`config.mk`:
```
export PLATFORM = sky130hd
export DESIGN_NAME = cpu_test_sequencer
export DESIGN_NICKNAME = d
export VERILOG_FILES = /design/src/rtl/cpu_test_sequencer.sv
export SDC_FILE = /design/constraint.sdc
export NUM_CORES = 1
export LEC_CHECK = 0
export ABC_AREA = 1
export BUFFER_PORTS_ARGS = -buffer_cell sky130_fd_sc_hd__buf_4
export CAP_MARGIN = 20
export CORE_ASPECT_RATIO = 2
export CORE_MARGIN = 3
export CORE_UTILIZATION = 40
export CTS_BUF_LIST = sky130_fd_sc_hd__clkbuf_2 sky130_fd_sc_hd__clkbuf_4 sky130_fd_sc_hd__clkbuf_8
export DETAILED_ROUTE_END_ITERATION = 10
export GPL_TIMING_DRIVEN = 0
export PLACE_DENSITY = 0.65
export SYNTH_ARGS = -nofsm -noshare
export SYNTH_HDL_FRONTEND = slang
export SYNTH_SLANG_ARGS = --single-unit
```
`constraint.sdc`:
```
create_clock -name clk -period 3.7 [get_ports clk]
set_clock_uncertainty 0.1 [all_clocks]
set_input_delay 0.185 -clock clk [delete_from_list [all_inputs] [get_ports clk]]
set_output_delay 0.185 -clock clk [all_outputs]
set_load 0.03 [all_outputs]
```
`src/rtl/cpu_test_sequencer.sv`:
```
// ---------------------------------------------------------------------------
// cpu_test_sequencer
//
// Drives a CPU under test through a fixed table of {stimulus, expected}
// vectors. For each vector the CPU is held in reset with the stimulus on
// its input port, released, and then watched until its output port shows
// the expected value (pass) or a cycle budget runs out (fail).
//
// Parameters
//   NUM_TESTS   number of vector-table entries walked per pass
//   RST_CYCLES  cycles cpu_reset is held before each test
//   TIMEOUT     maximum RUN cycles allowed per test
//
// Ports
//   clk          system clock, rising edge
//   reset        asynchronous active-low block reset
//   start        begin a test pass (honoured only in IDLE or DONE)
//   cpu_out      CPU output port under observation
//   cpu_in       stimulus presented to the CPU input port
//   cpu_reset    active-high reset to the CPU
//   busy         high while in RESET, RUN or NEXT
//   done         high in DONE
//   test_idx     index of the current test
//   pass_count   tests whose output matched
//   fail_count   tests that timed out
//   cycle_total  cumulative RESET + RUN cycles (wraps modulo 2^32)
//   last_cycles  RUN cycles of the most recently finished test
// ---------------------------------------------------------------------------
module cpu_test_sequencer #(
    parameter int unsigned NUM_TESTS  = 3,
    parameter int unsigned RST_CYCLES = 2,
    parameter logic [15:0] TIMEOUT    = 16'd4000
) (
    input  logic        clk,
    input  logic        reset,
    input  logic        start,
    input  logic [15:0] cpu_out,
    output logic [15:0] cpu_in,
    output logic        cpu_reset,
    output logic        busy,
    output logic        done,
    output logic [3:0]  test_idx,
    output logic [3:0]  pass_count,
    output logic [3:0]  fail_count,
    output logic [31:0] cycle_total,
    output logic [15:0] last_cycles
);

    typedef enum logic [2:0] {
        ST_IDLE,
        ST_RESET,
        ST_RUN,
        ST_NEXT,
        ST_DONE
    } state_t;

    localparam logic [15:0] RST_LAST = 16'(RST_CYCLES - 1);
    localparam logic [3:0]  IDX_LAST = 4'(NUM_TESTS - 1);

    // Vector table: stimulus half.
    function automatic logic [15:0] stim_of(input logic [3:0] idx);
        case (idx)
            4'd0:    return 16'h13B0;
            4'd1:    return 16'h0906;
            4'd2:    return 16'h754E;
            default: return 16'h0000;
        endcase
    endfunction

    // Vector table: expected-response half.
    function automatic logic [15:0] exp_of(input logic [3:0] idx);
        case (idx)
            4'd0:    return 16'h000B;
            4'd1:    return 16'd13;
            4'd2:    return 16'd17;
            default: return 16'h0000;
        endcase
    endfunction

    state_t      state, state_n;
    logic [15:0] rst_cnt, rst_cnt_n;   // cycles spent in the current RESET
    logic [15:0] run_cnt, run_cnt_n;   // 1-based RUN cycle of the current test
    logic [3:0]  test_idx_n, pass_n, fail_n;
    logic [31:0] total_n;
    logic [15:0] last_n, cpu_in_n;

    // NOTE: every signal written here gets a default first, so no path
    // through the case can leave one unassigned and infer a latch.
    always_comb begin
        state_n    = state;
        rst_cnt_n  = rst_cnt;
        run_cnt_n  = run_cnt;
        test_idx_n = test_idx;
        pass_n     = pass_count;
        fail_n     = fail_count;
        total_n    = cycle_total;
        last_n     = last_cycles;
        cpu_in_n   = cpu_in;

        case (state)
            ST_IDLE, ST_DONE: begin
                if (start) begin
                    state_n    = ST_RESET;
                    rst_cnt_n  = 16'd0;
                    test_idx_n = 4'd0;
                    pass_n     = 4'd0;
                    fail_n     = 4'd0;
                    total_n    = 32'd0;
                    last_n     = 16'd0;
                    cpu_in_n   = stim_of(4'd0);
                end
            end

            ST_RESET: begin
                total_n = cycle_total + 32'd1;
                if (rst_cnt == RST_LAST) begin
                    state_n   = ST_RUN;
                    run_cnt_n = 16'd1;
                end else begin
                    rst_cnt_n = rst_cnt + 16'd1;
                end
            end

            ST_RUN: begin
                total_n = cycle_total + 32'd1;
                // Match is tested first so a match on the final allowed
                // cycle still counts as a pass.
                if (cpu_out == exp_of(test_idx)) begin
                    pass_n  = pass_count + 4'd1;
                    last_n  = run_cnt;
                    state_n = ST_NEXT;
                end else if (run_cnt == TIMEOUT) begin
                    fail_n  = fail_count + 4'd1;
                    last_n  = TIMEOUT;
                    state_n = ST_NEXT;
                end else begin
                    run_cnt_n = run_cnt + 16'd1;
                end
            end

            ST_NEXT: begin
                if (test_idx == IDX_LAST) begin
                    state_n = ST_DONE;
                end else begin
                    state_n    = ST_RESET;
                    test_idx_n = test_idx + 4'd1;
                    rst_cnt_n  = 16'd0;
                    cpu_in_n   = stim_of(test_idx + 4'd1);
                end
            end

            default: state_n = ST_IDLE;
        endcase
    end

    // NOTE: state is updated with non-blocking assignments so every flop
    // samples the pre-edge values, independent of statement order.
    always_ff @(posedge clk or negedge reset) begin
        if (!reset) begin
            state       <= ST_IDLE;
            rst_cnt     <= 16'd0;
            run_cnt     <= 16'd0;
            test_idx    <= 4'd0;
            pass_count  <= 4'd0;
            fail_count  <= 4'd0;
            cycle_total <= 32'd0;
            last_cycles <= 16'd0;
            cpu_in      <= 16'd0;
            cpu_reset   <= 1'b1;
            busy        <= 1'b0;
            done        <= 1'b0;
        end else begin
            state       <= state_n;
            rst_cnt     <= rst_cnt_n;
            run_cnt     <= run_cnt_n;
            test_idx    <= test_idx_n;
            pass_count  <= pass_n;
            fail_count  <= fail_n;
            cycle_total <= total_n;
            last_cycles <= last_n;
            cpu_in      <= cpu_in_n;
            // Status flags are registered from the next state so they line
            // up with the state they describe.
            cpu_reset   <= (state_n != ST_RUN);
            busy        <= (state_n == ST_RESET) || (state_n == ST_RUN) ||
                           (state_n == ST_NEXT);
            done        <= (state_n == ST_DONE);
        end
    end

endmodule

```
==> impl_results.rst, run 1 <==
.. list-table::
   :header-rows: 1

   * - Metric
     - Value
   * - Result of the run
     - finished, final reports clean
   * - Number of storage elements in the synthesis netlist
     - 104
   * - Endpoint of the worst-slack reg-to-reg timing path
     - run_cnt[15]
   * - Count of distinct cell types in the synthesized netlist
     - 40
   * - Slew Limit Fails
     - 0
   * - Placed cells
     - 1,126
   * - Cell with the biggest individual delay on the critical path
     - dfrtp_1
   * - Core ar.
     - 14,900 um2
   * - FF-to-FF Start
     - test_idx[0]
   * - ANT nets after route
     - 0
   * - Setup violators final
     - 0
   * - Max-slew headroom
     - 45.1%
   * - Static Leakage
     - roughly 3.6 nW
   * - CTS clock-pin slew for the worst setup and hold paths
     - 0.10 ns
   * - Category of the worst setup path launch point
     - flip-flop
   * - Aggregate routed wire length
     - 18,200 um
   * - Per-instance average area after synthesis
     - 7.36 um2
   * - Net count of the finished layout
     - 975
   * - Worst Hold Class
     - input port to flip-flop
   * - Overall die height
     - 181 um
   * - Area of the mapped netlist
     - 6140 um2
   * - Clock latency on the worst-skew pair
     - 0.37 ns
   * - Global-route wire length before repair
     - 29,200 um
   * - Die width
     - 93.6 um
   * - Longest individual stage delay on the worst path
     - 0.52 ns
   * - Cells along the critical path
     - inv_1, ha_1, o21ai_1, nand2_1, nand2_1, nand3_2, nor2_8, nand2_4, buf_2, nand3_1, nand2_1
   * - Clock tree from TritonCTS
     - done
   * - Register-to-Register Path Depth
     - 11
   * - Via count of the first global-routing pass
     - 5,924
   * - Count of endpoints failing hold in the final timing report
     - 0
   * - Unrepaired setup endpoints after global routing
     - no
   * - # resized after CTS
     - 0
   * - Routed length per placed instance
     - between 15 and 20 um
   * - Number of vias per cell after detailed routing
     - 5.14
   * - Hold Startpoint
     - start
   * - Areal power density over the cells
     - 692 nW/um2
   * - Number of buffers on the longest clock path
     - 2
   * - Endpoint of the worst hold path
     - state[2]
   * - Full die area
     - 17,000 um2
   * - Worst path arrival time
     - between 2 and 3 ns
   * - Yosys synthesis warning count
     - 0
   * - Largest net degree at the start of global routing
     - 62
   * - Worst supply voltage drop on vdd
     - 447 uV
   * - Most used flip-flop cell after synthesis
     - dfrtp_1
   * - Required time at the worst-slack endpoint
     - 3.86 ns
   * - Share of post-route cells with drive strength above 1
     - between 10% and 20%
   * - Vias
     - about 5,900
   * - TNS Setup
     - 0 ns
   * - Worst-case setup slack after placement
     - around 1.3 ns
   * - Final critical path time including I/O delays and setup
     - roughly 2.4 ns
   * - DRC viols
     - 0
   * - Placed wire-length estimate
     - 14,700 um
   * - Count of standard-cell rows
     - 63
   * - 1st-pass router iterations
     - 5
   * - Routability Congestion
     - 0.949
   * - Share of async-settable or async-resettable flops after synthesis
     - between 90% and 100%
   * - Maximum capacitance violations
     - 0
   * - Clk root buf
     - clkbuf_8
   * - Clk sink count
     - 104
   * - Slew at the pin closest to its max-slew limit
     - 0.823 ns
   * - Final worst path period share
     - around 64%
   * - Setup slack of the most critical reg-to-reg path
     - 1.32 ns
   * - Synthesized netlist cell count
     - between 800 and 900
   * - Final WS setup
     - roughly 1.3 ns
   * - Highest attainable clock frequency
     - between 400 and 500 MHz
   * - Final cell count without fillers
     - 1,143
   * - Number of H-tree branching levels
     - 3
   * - EDFF count, synth
     - 0
   * - Initial core utilization
     - 41.2%
   * - Number of antenna diodes
     - 0
   * - Number of instances on the worst hold path
     - 4
   * - Aggregate global-route resource usage
     - around 22%
   * - Overflow after GRT
     - 0
   * - Num CTS Buffers
     - 9
   * - Kind of critical path
     - flip-flop to flip-flop
   * - Input/output buffers
     - 95
   * - Area growth from synthesis to layout
     - 20.1%
   * - Num ports
     - 98
   * - Sequential area share after synthesis
     - a little over two fifths
   * - Number of antenna violations at the first check in global routing
     - 0
   * - Cell repeated most along the worst path
     - nand2_1
   * - Critical-path maximum fanout
     - 10
   * - Kind of capture point of the worst setup path
     - flip-flop
   * - Initial detailed-routing violation count
     - 268
power by group:
part | total [mW] | internal [mW] | switching, mW
logic | 2.52 | 0.816 | 1.70
clock network | 0.825 | 0.424 | 0.400
registers | 1.76 | 1.42 | 0.345
total | 5.10 | 2.66 | 2.45
cells in the final DEF, fill, tap and decap left out, types with 22 or more instances in the layout:
master / instances
nand2_1: 220
dfrtp_1: 103
buf_4: 106
nand4_1: 22
inv_1: 89
nor2_1: 89
xor2_1: 25
nor3_1: 32
nand3_1: 90
o21ai_0: 32
registers in the layout (all words and copies together) (netlist names):
name         count
rst_cnt         16
fail_count       4
cpu_reset        1
pass_count       4
busy             1
done             1
test_idx         4
cycle_total     32
last_cycles     16
cpu_in           6
run_cnt         16
state            3
cell families (layout without fill, tap and decap cells):
logic type / Yosys count / count (layout) / share of synthesized area [%]
xor gates and xnor gates: 30 / 30 / 4.28
and+or+nand+nor: 483 / 483 / 35.0
AOI/OAI and AO/OA: 83 / 83 / 7.34
DFF: 104 / 104 / 42.4
buffers and inverters: 120 / 233 / 8.28
other: 1 / 2 / 0.0611
adders and majority gates: 13 / 13 / 2.65
worst max-delay path by stage:
stage | start | endpoint | slack, ns
after floorplan | test_idx[0] | pass_count[1] | 1.47
after global placement | test_idx[0] | pass_count[1] | 1.34
after detailed placement | test_idx[0] | last_cycles[1] | 1.31
after CTS | test_idx[0] | last_cycles[1] | 1.28
after global routing | test_idx[1] | run_cnt[15] | 1.13
final | test_idx[0] | run_cnt[15] | 1.32
layer usage:
layer / GRT usage (%) / vias up / wire, um
met2: 44.2 / 149 / 10600
met4: 13.9 / 0 / 1200
met3: 2.71 / 60 / 534
li1: - / 2922 / -
met1: 19.8 / 2748 / 5910
met5: 0 / - / 0
what timing repair did:
action                                 CTS  global route
setup buffers                            0             0
hold buffers                             1             0
endpoints found under the hold margin   59             0
worst max-delay path: cells and delay by family, from the launching register on:
| kind | cells | cell delay [ns] |
|---|---|---|
| compound gates | 1 | 0.20 |
| fa+ha+maj | 1 | 0.27 |
| buf+inv | 2 | 0.36 |
| flops | 1 | 0.52 |
| simple gates | 7 | 0.81 |
cell type report:
| type | instances | area [um2] |
|---|---|---|
| Tap cell | 195 | 244 |
| Sequential cell | 104 | 2600 |
| Clock inverter | 5 | 86.3 |
| Timing Repair Buffer | 97 | 751 |
| Fill cell | 1511 | 7520 |
| Buffer | 27 | 159 |
| Inverter | 93 | 349 |
| Multi-Input combinational cell | 611 | 3030 |
| Clock buffer | 11 | 151 |
through the flow:
stage / utilization [%] / power (mW) / instance area, um2 / hold WS [ns]
4_1_cts: 49.5 / 5.16 / 7370 / 0.0495
5_1_grt: 49.5 / 5.48 / 7370 / 0.0529
2_1_floorplan: - / 3.39 / 6140 / -0.211
3_5_place_dp: 47.8 / 4.32 / 7130 / 0.238
3_3_place_gp: 47.6 / 4.29 / 7100 / 0.359
6_report: 49.5 / 5.10 / 7370 / 0.0724
Yosys cell counts, types with 12 or more instances:
cell type  count  share of area, %
o21ai_0       32               2.6
nor2_1        89               5.4
xor2_1        25               3.6
nand3_1       90               7.3
o22ai_1       12               1.2
nor3_1        32               2.6
nand4_1       22               2.2
dfrtp_1      103                42
inv_1         89               5.4
ha_1          13               2.7
a21oi_1       21               1.7
nand2_1      220                13
Power figures use the tool's default switching activity.
==> inputs of run 2 (changes only) <==
- clock period: 3.7 -> 2.2 ns (I/O delays scaled with it)
==> run 2 against run 1 <==
  * Utilization grew 0.94 points
  * Die area is the same
  * First-iteration DRC count grew 1.9%
  * Cell count grew 0.96%
  * Non-clock buffer count grew 11
  * Sequential cell count is the same
  * Maximum frequency grew 12%
  * Clock power grew 37%
  * Global-route usage shrank 0.17 points
  * Cell area grew 1.9%
  * Total power grew 68%
  * Register-to-register slack lost 1.2 ns
==> impl_results.rst, run 2 (synthesized netlist as in run 1, its figures left out) <==
.. list-table::
   :header-rows: 1

   * - Metric
     - Value
   * - Result of the run
     - finished, final reports clean (unchanged)
   * - ANT nets after route
     - 0 (unchanged)
   * - Slew Limit Fails
     - 0 (unchanged)
   * - Final cell count without fillers
     - 1,154 (was 1,143)
   * - Overall power consumption
     - 8.59 mW (was 5.10 mW)
   * - Clk sink count
     - 104 (unchanged)
   * - Number of antenna diodes
     - 0 (unchanged)
   * - Worst path arrival time
     - 2.34 ns (was 2.54 ns)
   * - Cell with the biggest individual delay on the critical path
     - dfrtp_1 (unchanged)
   * - Count of endpoints failing hold in the final timing report
     - 0 (unchanged)
   * - Unrepaired setup endpoints after global routing
     - yes (was no)
   * - Aggregate routed wire length
     - 18,400 um (was 18,200 um)
   * - Overall die height
     - 181 um (unchanged)
   * - Area of combinational cells with multiple inputs
     - 3120 um2 (was 3030 um2)
   * - Category of the worst setup path launch point
     - flip-flop (unchanged)
   * - Initial core utilization
     - 41.2% (unchanged)
   * - Number of vias per cell after detailed routing
     - 5.10 (was 5.14)
   * - Aggregate global-route resource usage
     - 22.0% (was 22.2%)
   * - Number of H-tree branching levels
     - 3 (unchanged)
   * - Static Leakage
     - 3.63 nW (was 3.60 nW)
   * - Critical-path maximum fanout
     - 6 (was 10)
   * - Commonest non-fill, non-tap cells in the layout
     - 219 x nand2_1, 118 x buf_4, 100 x dfrtp_1, 89 x nand3_1, 88 x inv_1 (was 220 x nand2_1, 106 x buf_4, 103 x dfrtp_1, 90 x nand3_1)
   * - Highest attainable clock frequency
     - 470 MHz (was 420 MHz)
   * - Placed wire-length estimate
     - 14,400 um (was 14,700 um)
   * - Kind of critical path
     - flip-flop to flip-flop (unchanged)
   * - Count of standard-cell rows
     - 63 (unchanged)
   * - Die width
     - 93.6 um (unchanged)
   * - Slew at the pin closest to its max-slew limit
     - 0.708 ns (was 0.823 ns)
   * - Global-route wire length before repair
     - 29,000 um (was 29,200 um)
   * - Area growth from synthesis to layout
     - 22.4% (was 20.1%)
   * - Overflow after GRT
     - 0 (unchanged)
   * - Fraction of power spent switching nets
     - 49.0% (was 48.0%)
   * - Largest register FFs
     - 32 (unchanged)
   * - Core ar.
     - 14,900 um2 (unchanged)
   * - Clk root buf
     - clkbuf_8 (unchanged)
   * - Placed cells
     - 1,126 (unchanged)
   * - Internal power
     - 4.38 mW (was 2.66 mW)
   * - Worst supply voltage drop on vdd
     - 614 uV (was 447 uV)
   * - Design Area, Final
     - 7510 um2 (was 7370 um2)
   * - Part of the total power dissipated in combinational logic
     - 52.4% (was 49.4%)
   * - Via count of the first global-routing pass
     - 5,868 (was 5,924)
   * - Register with the highest flop count
     - cycle_total (unchanged)
   * - Longest individual stage delay on the worst path
     - 0.44 ns (was 0.52 ns)
   * - Total buffers and inverters traversed by the critical path
     - 1 (was 2)
   * - Most frequent standard cell in the layout excluding fill and tap cells
     - nand2_1 (unchanged)
   * - DRC viols
     - 0 (unchanged)
   * - Areal power density over the cells
     - 1140 nW/um2 (was 692 nW/um2)
   * - Clock tree from TritonCTS
     - done (unchanged)
   * - Num ports
     - 98 (unchanged)
   * - Largest delay share family, worst path
     - simple AND/OR/NAND/NOR gates (unchanged)
   * - Share of post-route cells with drive strength above 1
     - 18.6% (was 15.8%)
   * - Net load switching power
     - 4.20 mW (was 2.45 mW)
   * - Maximum capacitance violations
     - 0 (unchanged)
   * - CTS clock-pin slew for the worst setup and hold paths
     - 0.10 ns (about the same)
   * - Cell repeated most along the worst path
     - nand2_1 (unchanged)
   * - Required time at the worst-slack endpoint
     - 2.41 ns (was 3.86 ns)
   * - Net count of the finished layout
     - 986 (was 975)
   * - Area after DPL
     - 7130 um2 (about the same)
   * - Number of antenna violations at the first check in global routing
     - 0 (unchanged)
   * - Clock latency on the worst-skew pair
     - 0.37 ns (about the same)
   * - Vias
     - 5,884 (was 5,879)
   * - Total area of sequential cells
     - 2610 um2 (was 2600 um2)
   * - Max-slew headroom
     - 52.8% (was 45.1%)
   * - 1st-pass router iterations
     - 4 (was 5)
   * - Full die area
     - 17,000 um2 (unchanged)
   * - Layout filler cell count
     - 1,494 (was 1,511)
   * - Input/output buffers
     - 95 (unchanged)
   * - Largest net degree at the start of global routing
     - 54 (was 62)
   * - Final critical path time including I/O delays and setup
     - 2.13 ns (was 2.38 ns)
   * - Kind of capture point of the worst setup path
     - flip-flop (unchanged)
   * - Worst Hold Class
     - input port to async pin (was input port to flip-flop)
   * - Num CTS Buffers
     - 9 (unchanged)
   * - Routability Congestion
     - 0.957 (was 0.949)
   * - Final worst path period share
     - 96.7% (was 64.3%)
   * - Start point of the critical path
     - cycle_total[0] (was test_idx[0])
   * - Initial detailed-routing violation count
     - 273 (was 268)
   * - Setup violators final
     - 0 (unchanged)
   * - FF-to-FF Start
     - cycle_total[0] (was test_idx[0])
   * - Clock share of power
     - 13.2% (was 16.2%)
   * - Cells along the critical path
     - ha_1, inv_1, nor3_2, nand2_1, nor3_1, nand4_1, nand2_1, nand2_1, nor2_1 (was inv_1, ha_1, o21ai_1, nand2_1, nand2_1, nand3_2, nor2_8, nand2_4, buf_2, nand3_1, nand2_1)
   * - Seq pwr share
     - 34.4% (was 34.5%)
   * - Routed length per placed instance
     - 16.0 um (was 15.9 um)
   * - Worst hold slack after final layout
     - 0.224 ns (was 0.0724 ns)
   * - Number of buffers on the longest clock path
     - 2 (unchanged)
run 2: routing by layer:
| layer | up-vias | global-route usage (%) | part of all wire (%) |
|---|---|---|---|
| met2 | 137 | 42.2 | 56 |
| met1 | 2732 | 20.2 | 33 |
| met5 | - | 0 | 0 |
| met4 | 0 | 15.5 | 7.3 |
| met3 | 65 | 3.08 | 3.3 |
| li1 | 2950 | - | - |
run 2: stage by stage:
stage / TNS (ns) / worst slack (ns) / util (%)
2_1_floorplan: 0 / 0.110 / -
3_3_place_gp: -2.49 / -0.0887 / 47.7
3_5_place_dp: -3.16 / -0.102 / 47.8
4_1_cts: 0 / 0.00283 / 49.4
5_1_grt: -0.375 / -0.0748 / 50.4
6_report: 0 / 0.0728 / 50.4
run 2: power groups by stage:
stage | combinational [mW] | sequential [mW] | clock (mW)
2_1_floorplan | 2.28 | 3.43 | 0
3_3_place_gp | 4.24 | 2.98 | 0
3_5_place_dp | 4.27 | 2.99 | 0
4_1_cts | 4.35 | 2.95 | 1.17
5_1_grt | 4.92 | 3.02 | 1.24
6_report | 4.50 | 2.95 | 1.13
run 2: final cells by class:
cell class                      count  share of cell area [%]
Inverter                           93                    4.65
Sequential cell                   104                    34.7
Multi-Input combinational cell    611                    41.6
Clock inverter                      4                   0.400
Buffer                             27                    2.28
Clock buffer                       12                    2.03
Timing Repair Buffer              108                    11.1
Tap cell                          195                    3.25
run 2: worst paths after layout:
check / to / slack, ns / cells past startpoint
worst max-delay path: cycle_total[18] / 0.07 / 9
worst min-delay path: cycle_total[0] / 0.22 / 2
worst max register to register: cycle_total[18] / 0.07 / 9
worst min register to register: cpu_in[11] / 0.39 / 2
max in group asynchronous: run_cnt[13] / 1.05 / 3
min in group clk: pass_count[1] / 0.30 / 8
run 2: repair_timing:
| item | CTS | global route |
|---|---|---|
| pin swaps | 1 | 3 |
| endpoints found under the hold margin | 52 | 0 |
| gates resized for setup | 4 | 27 |
| endpoints found under the setup margin | 46 | 66 |
| setup buffers | 2 | 8 |
| hold buffers | 2 | 0 |
==> inputs of run 3 (changes only) <==
- MAX_ROUTING_LAYER: default -> met4
==> run 3 against run 2 <==
  * Die area did not move
  * Worst setup slack improved by 0.022 ns
  * Utilization rose by 0.16 points
  * Critical path depth did not move
==> impl_results.rst, run 3 (synthesized netlist as in run 1, its figures left out) <==
.. list-table::
   :header-rows: 1

   * - Metric
     - Value
   * - Largest delay share family, worst path
     - buffers and inverters (was simple AND/OR/NAND/NOR gates)
   * - Count of endpoints failing hold in the final timing report
     - 0 (unchanged)
   * - Slew Limit Fails
     - 0 (unchanged)
   * - Initial detailed-routing violation count
     - 281 (was 273)
   * - Register-to-Register Path Depth
     - 9 (unchanged)
   * - Commonest non-fill, non-tap cells in the layout
     - 218 x nand2_1, 116 x buf_4, 101 x dfrtp_1, 88 x nand3_1, 87 x nor2_1 (was 219 x nand2_1, 118 x buf_4, 100 x dfrtp_1, 89 x nand3_1, 88 x inv_1)
   * - Worst supply voltage drop on vdd
     - 754 uV (was 614 uV)
   * - Required time at the worst-slack endpoint
     - 2.35 ns (was 2.41 ns)
   * - Met1 routing resource usage after global routing
     - 20.4% (was 20.2%)
   * - Unrepaired setup endpoints after global routing
     - yes (unchanged)
   * - Result of the run
     - finished, final reports clean (unchanged)
   * - Clk sink count
     - 104 (unchanged)
   * - Number of vias per cell after detailed routing
     - 5.15 (was 5.10)
   * - Share of post-route cells with drive strength above 1
     - 18.6% (about the same)
   * - Worst Hold Class
     - input port to async pin (unchanged)
   * - Placed wire-length estimate
     - 14,600 um (was 14,400 um)
   * - Number of buffers on the longest clock path
     - 2 (unchanged)
   * - Num CTS Buffers
     - 9 (unchanged)
   * - Maximum capacitance violations
     - 0 (unchanged)
   * - Cells along the critical path
     - inv_1, nand3_4, inv_2, nand4_1, nand2_1, inv_2, buf_2, nand3_1, nand2_1 (was ha_1, inv_1, nor3_2, nand2_1, nor3_1, nand4_1, nand2_1, nand2_1, nor2_1)
   * - GR peak layer
     - met2 (unchanged)
   * - ANT nets after route
     - 0 (unchanged)
   * - Static Leakage
     - 3.65 nW (was 3.63 nW)
   * - Net count of the finished layout
     - 985 (was 986)
   * - Routability Congestion
     - 0.945 (was 0.957)
   * - Setup slack of the most critical reg-to-reg path
     - 0.09 ns (was 0.07 ns)
   * - Final WS setup
     - 0.0943 ns (was 0.0728 ns)
   * - Layout filler cell count
     - 1,477 (was 1,494)
   * - Overflow after GRT
     - 0 (unchanged)
   * - Worst path arrival time
     - 2.26 ns (was 2.34 ns)
   * - Number of H-tree branching levels
     - 3 (unchanged)
   * - Max-slew headroom
     - 54.9% (was 52.8%)
   * - DRC viols
     - 0 (unchanged)
   * - Grt met3 use
     - 2.79% (was 3.08%)
   * - Largest register FFs
     - 32 (unchanged)
   * - Global-route wire length before repair
     - 29,800 um (was 29,000 um)
   * - Critical-path maximum fanout
     - 10 (was 6)
   * - Design Area, Final
     - 7540 um2 (was 7510 um2)
   * - Overall power consumption
     - 8.59 mW (about the same)
   * - Overall die height
     - 181 um (unchanged)
   * - Highest attainable clock frequency
     - 475 MHz (was 470 MHz)
   * - Input/output buffers
     - 95 (unchanged)
   * - Aggregate routed wire length
     - 18,800 um (was 18,400 um)
   * - Cell with the biggest individual delay on the critical path
     - dfrtp_1 (unchanged)
   * - Most frequent standard cell in the layout excluding fill and tap cells
     - nand2_1 (unchanged)
   * - Clock tree from TritonCTS
     - done (unchanged)
   * - Initial core utilization
     - 41.2% (unchanged)
   * - Die width
     - 93.6 um (unchanged)
   * - Worst-case setup slack after placement
     - -0.136 ns (was -0.102 ns)
   * - Category of the worst setup path launch point
     - flip-flop (unchanged)
   * - Final critical path time including I/O delays and setup
     - 2.11 ns (was 2.13 ns)
   * - Aggregate global-route resource usage
     - 23.1% (was 22.0%)
   * - Final worst path period share
     - 95.7% (was 96.7%)
   * - Number of antenna diodes
     - 0 (unchanged)
   * - 1st-pass router iterations
     - 5 (was 4)
   * - Area after DPL
     - 7130 um2 (unchanged)
   * - Routed length per placed instance
     - 16.3 um (was 16.0 um)
   * - Total buffers and inverters traversed by the critical path
     - 4 (was 1)
   * - Register with the highest flop count
     - cycle_total (unchanged)
   * - Clock latency on the worst-skew pair
     - 0.36 ns (was 0.37 ns)
   * - Kind of capture point of the worst setup path
     - flip-flop (unchanged)
   * - Slew at the pin closest to its max-slew limit
     - 0.677 ns (was 0.708 ns)
   * - Core ar.
     - 14,900 um2 (unchanged)
   * - Clk root buf
     - clkbuf_8 (unchanged)
   * - Number of antenna violations at the first check in global routing
     - 0 (unchanged)
   * - Full die area
     - 17,000 um2 (unchanged)
   * - Area growth from synthesis to layout
     - 22.8% (was 22.4%)
   * - Kind of critical path
     - flip-flop to flip-flop (unchanged)
   * - Longest individual stage delay on the worst path
     - 0.43 ns (was 0.44 ns)
   * - Num ports
     - 98 (unchanged)
   * - Via count of the first global-routing pass
     - 6,035 (was 5,868)
   * - Global-route met2 utilization
     - 45.0% (was 42.2%)
   * - Areal power density over the cells
     - 1140 nW/um2 (about the same)
   * - Critical Path Stages
     - 9 (unchanged)
   * - Setup violators final
     - 0 (unchanged)
   * - Vias
     - 5,928 (was 5,884)
   * - Count of standard-cell rows
     - 63 (unchanged)
   * - Largest net degree at the start of global routing
     - 57 (was 54)
   * - CTS clock-pin slew for the worst setup and hold paths
     - 0.10 ns (about the same)
run 3: cell types whose count changed in the layout (fill, tap and decap cells not counted), moves of 2 or more:
cell,change
buf_6,+3
buf_2,-2
buf_4,-2
clkbuf_4,-2
clkinv_4,-2
inv_1,-2
nor3_4,+2
run 3: power by group:
part           internal, mW  switching, mW
registers              2.38          0.573
logic                  1.53           3.00
clock network         0.443          0.653
total                  4.36           4.23
run 3: per-layer routing:
layer	part of all wire, %	vias to the layer above
met3	2.9	49
met4	5.8	0
met2	58	143
li1	-	2946
met5	0	-
met1	34	2790
run 3: per-stage QoR:
stage               TNS (ns)  utilization, %  hold slack, ns  instances
finish                     0            50.6           0.221       1151
global route         -0.0531            50.6           0.236       1151
CTS                        0            49.7           0.185       1145
detailed placement     -4.63            47.8           0.100       1126
global placement       -3.51            47.7           0.344       1125
floorplan                  0               -          -0.286        835
run 3: path summary, 6_finish.rpt:
check	from	endpoint
worst min register to register	cpu_in[12]	cpu_in[12]
min in group clk	cpu_out[0]	pass_count[0]
worst max-delay path	state[0]	last_cycles[8]
worst max register to register	state[0]	last_cycles[8]
max in group asynchronous	reset	test_idx[0]
worst min-delay path	reset	cycle_total[0]
run 3: final cells by class:
type	count	area, um2	area share [%]
well taps	195	244	3.24
multi-input cells	612	3160	41.9
repair buffers	107	828	11.0
flip-flops and latches	104	2610	34.6
plain buffers	26	180	2.39
clock buffers	11	145	1.93
inverters	93	352	4.66
clock inverters	3	20.0	0.266
run 3: timing repair:
action                                 in CTS  in global routing
pin swaps                                   1                  3
hold buffers                                2                  0
resized for setup                          17                 23
setup buffers                               3                  6
endpoints found under the hold margin      49                  0
setup endpoints to repair                  50                 60
gates cloned                                0                  1
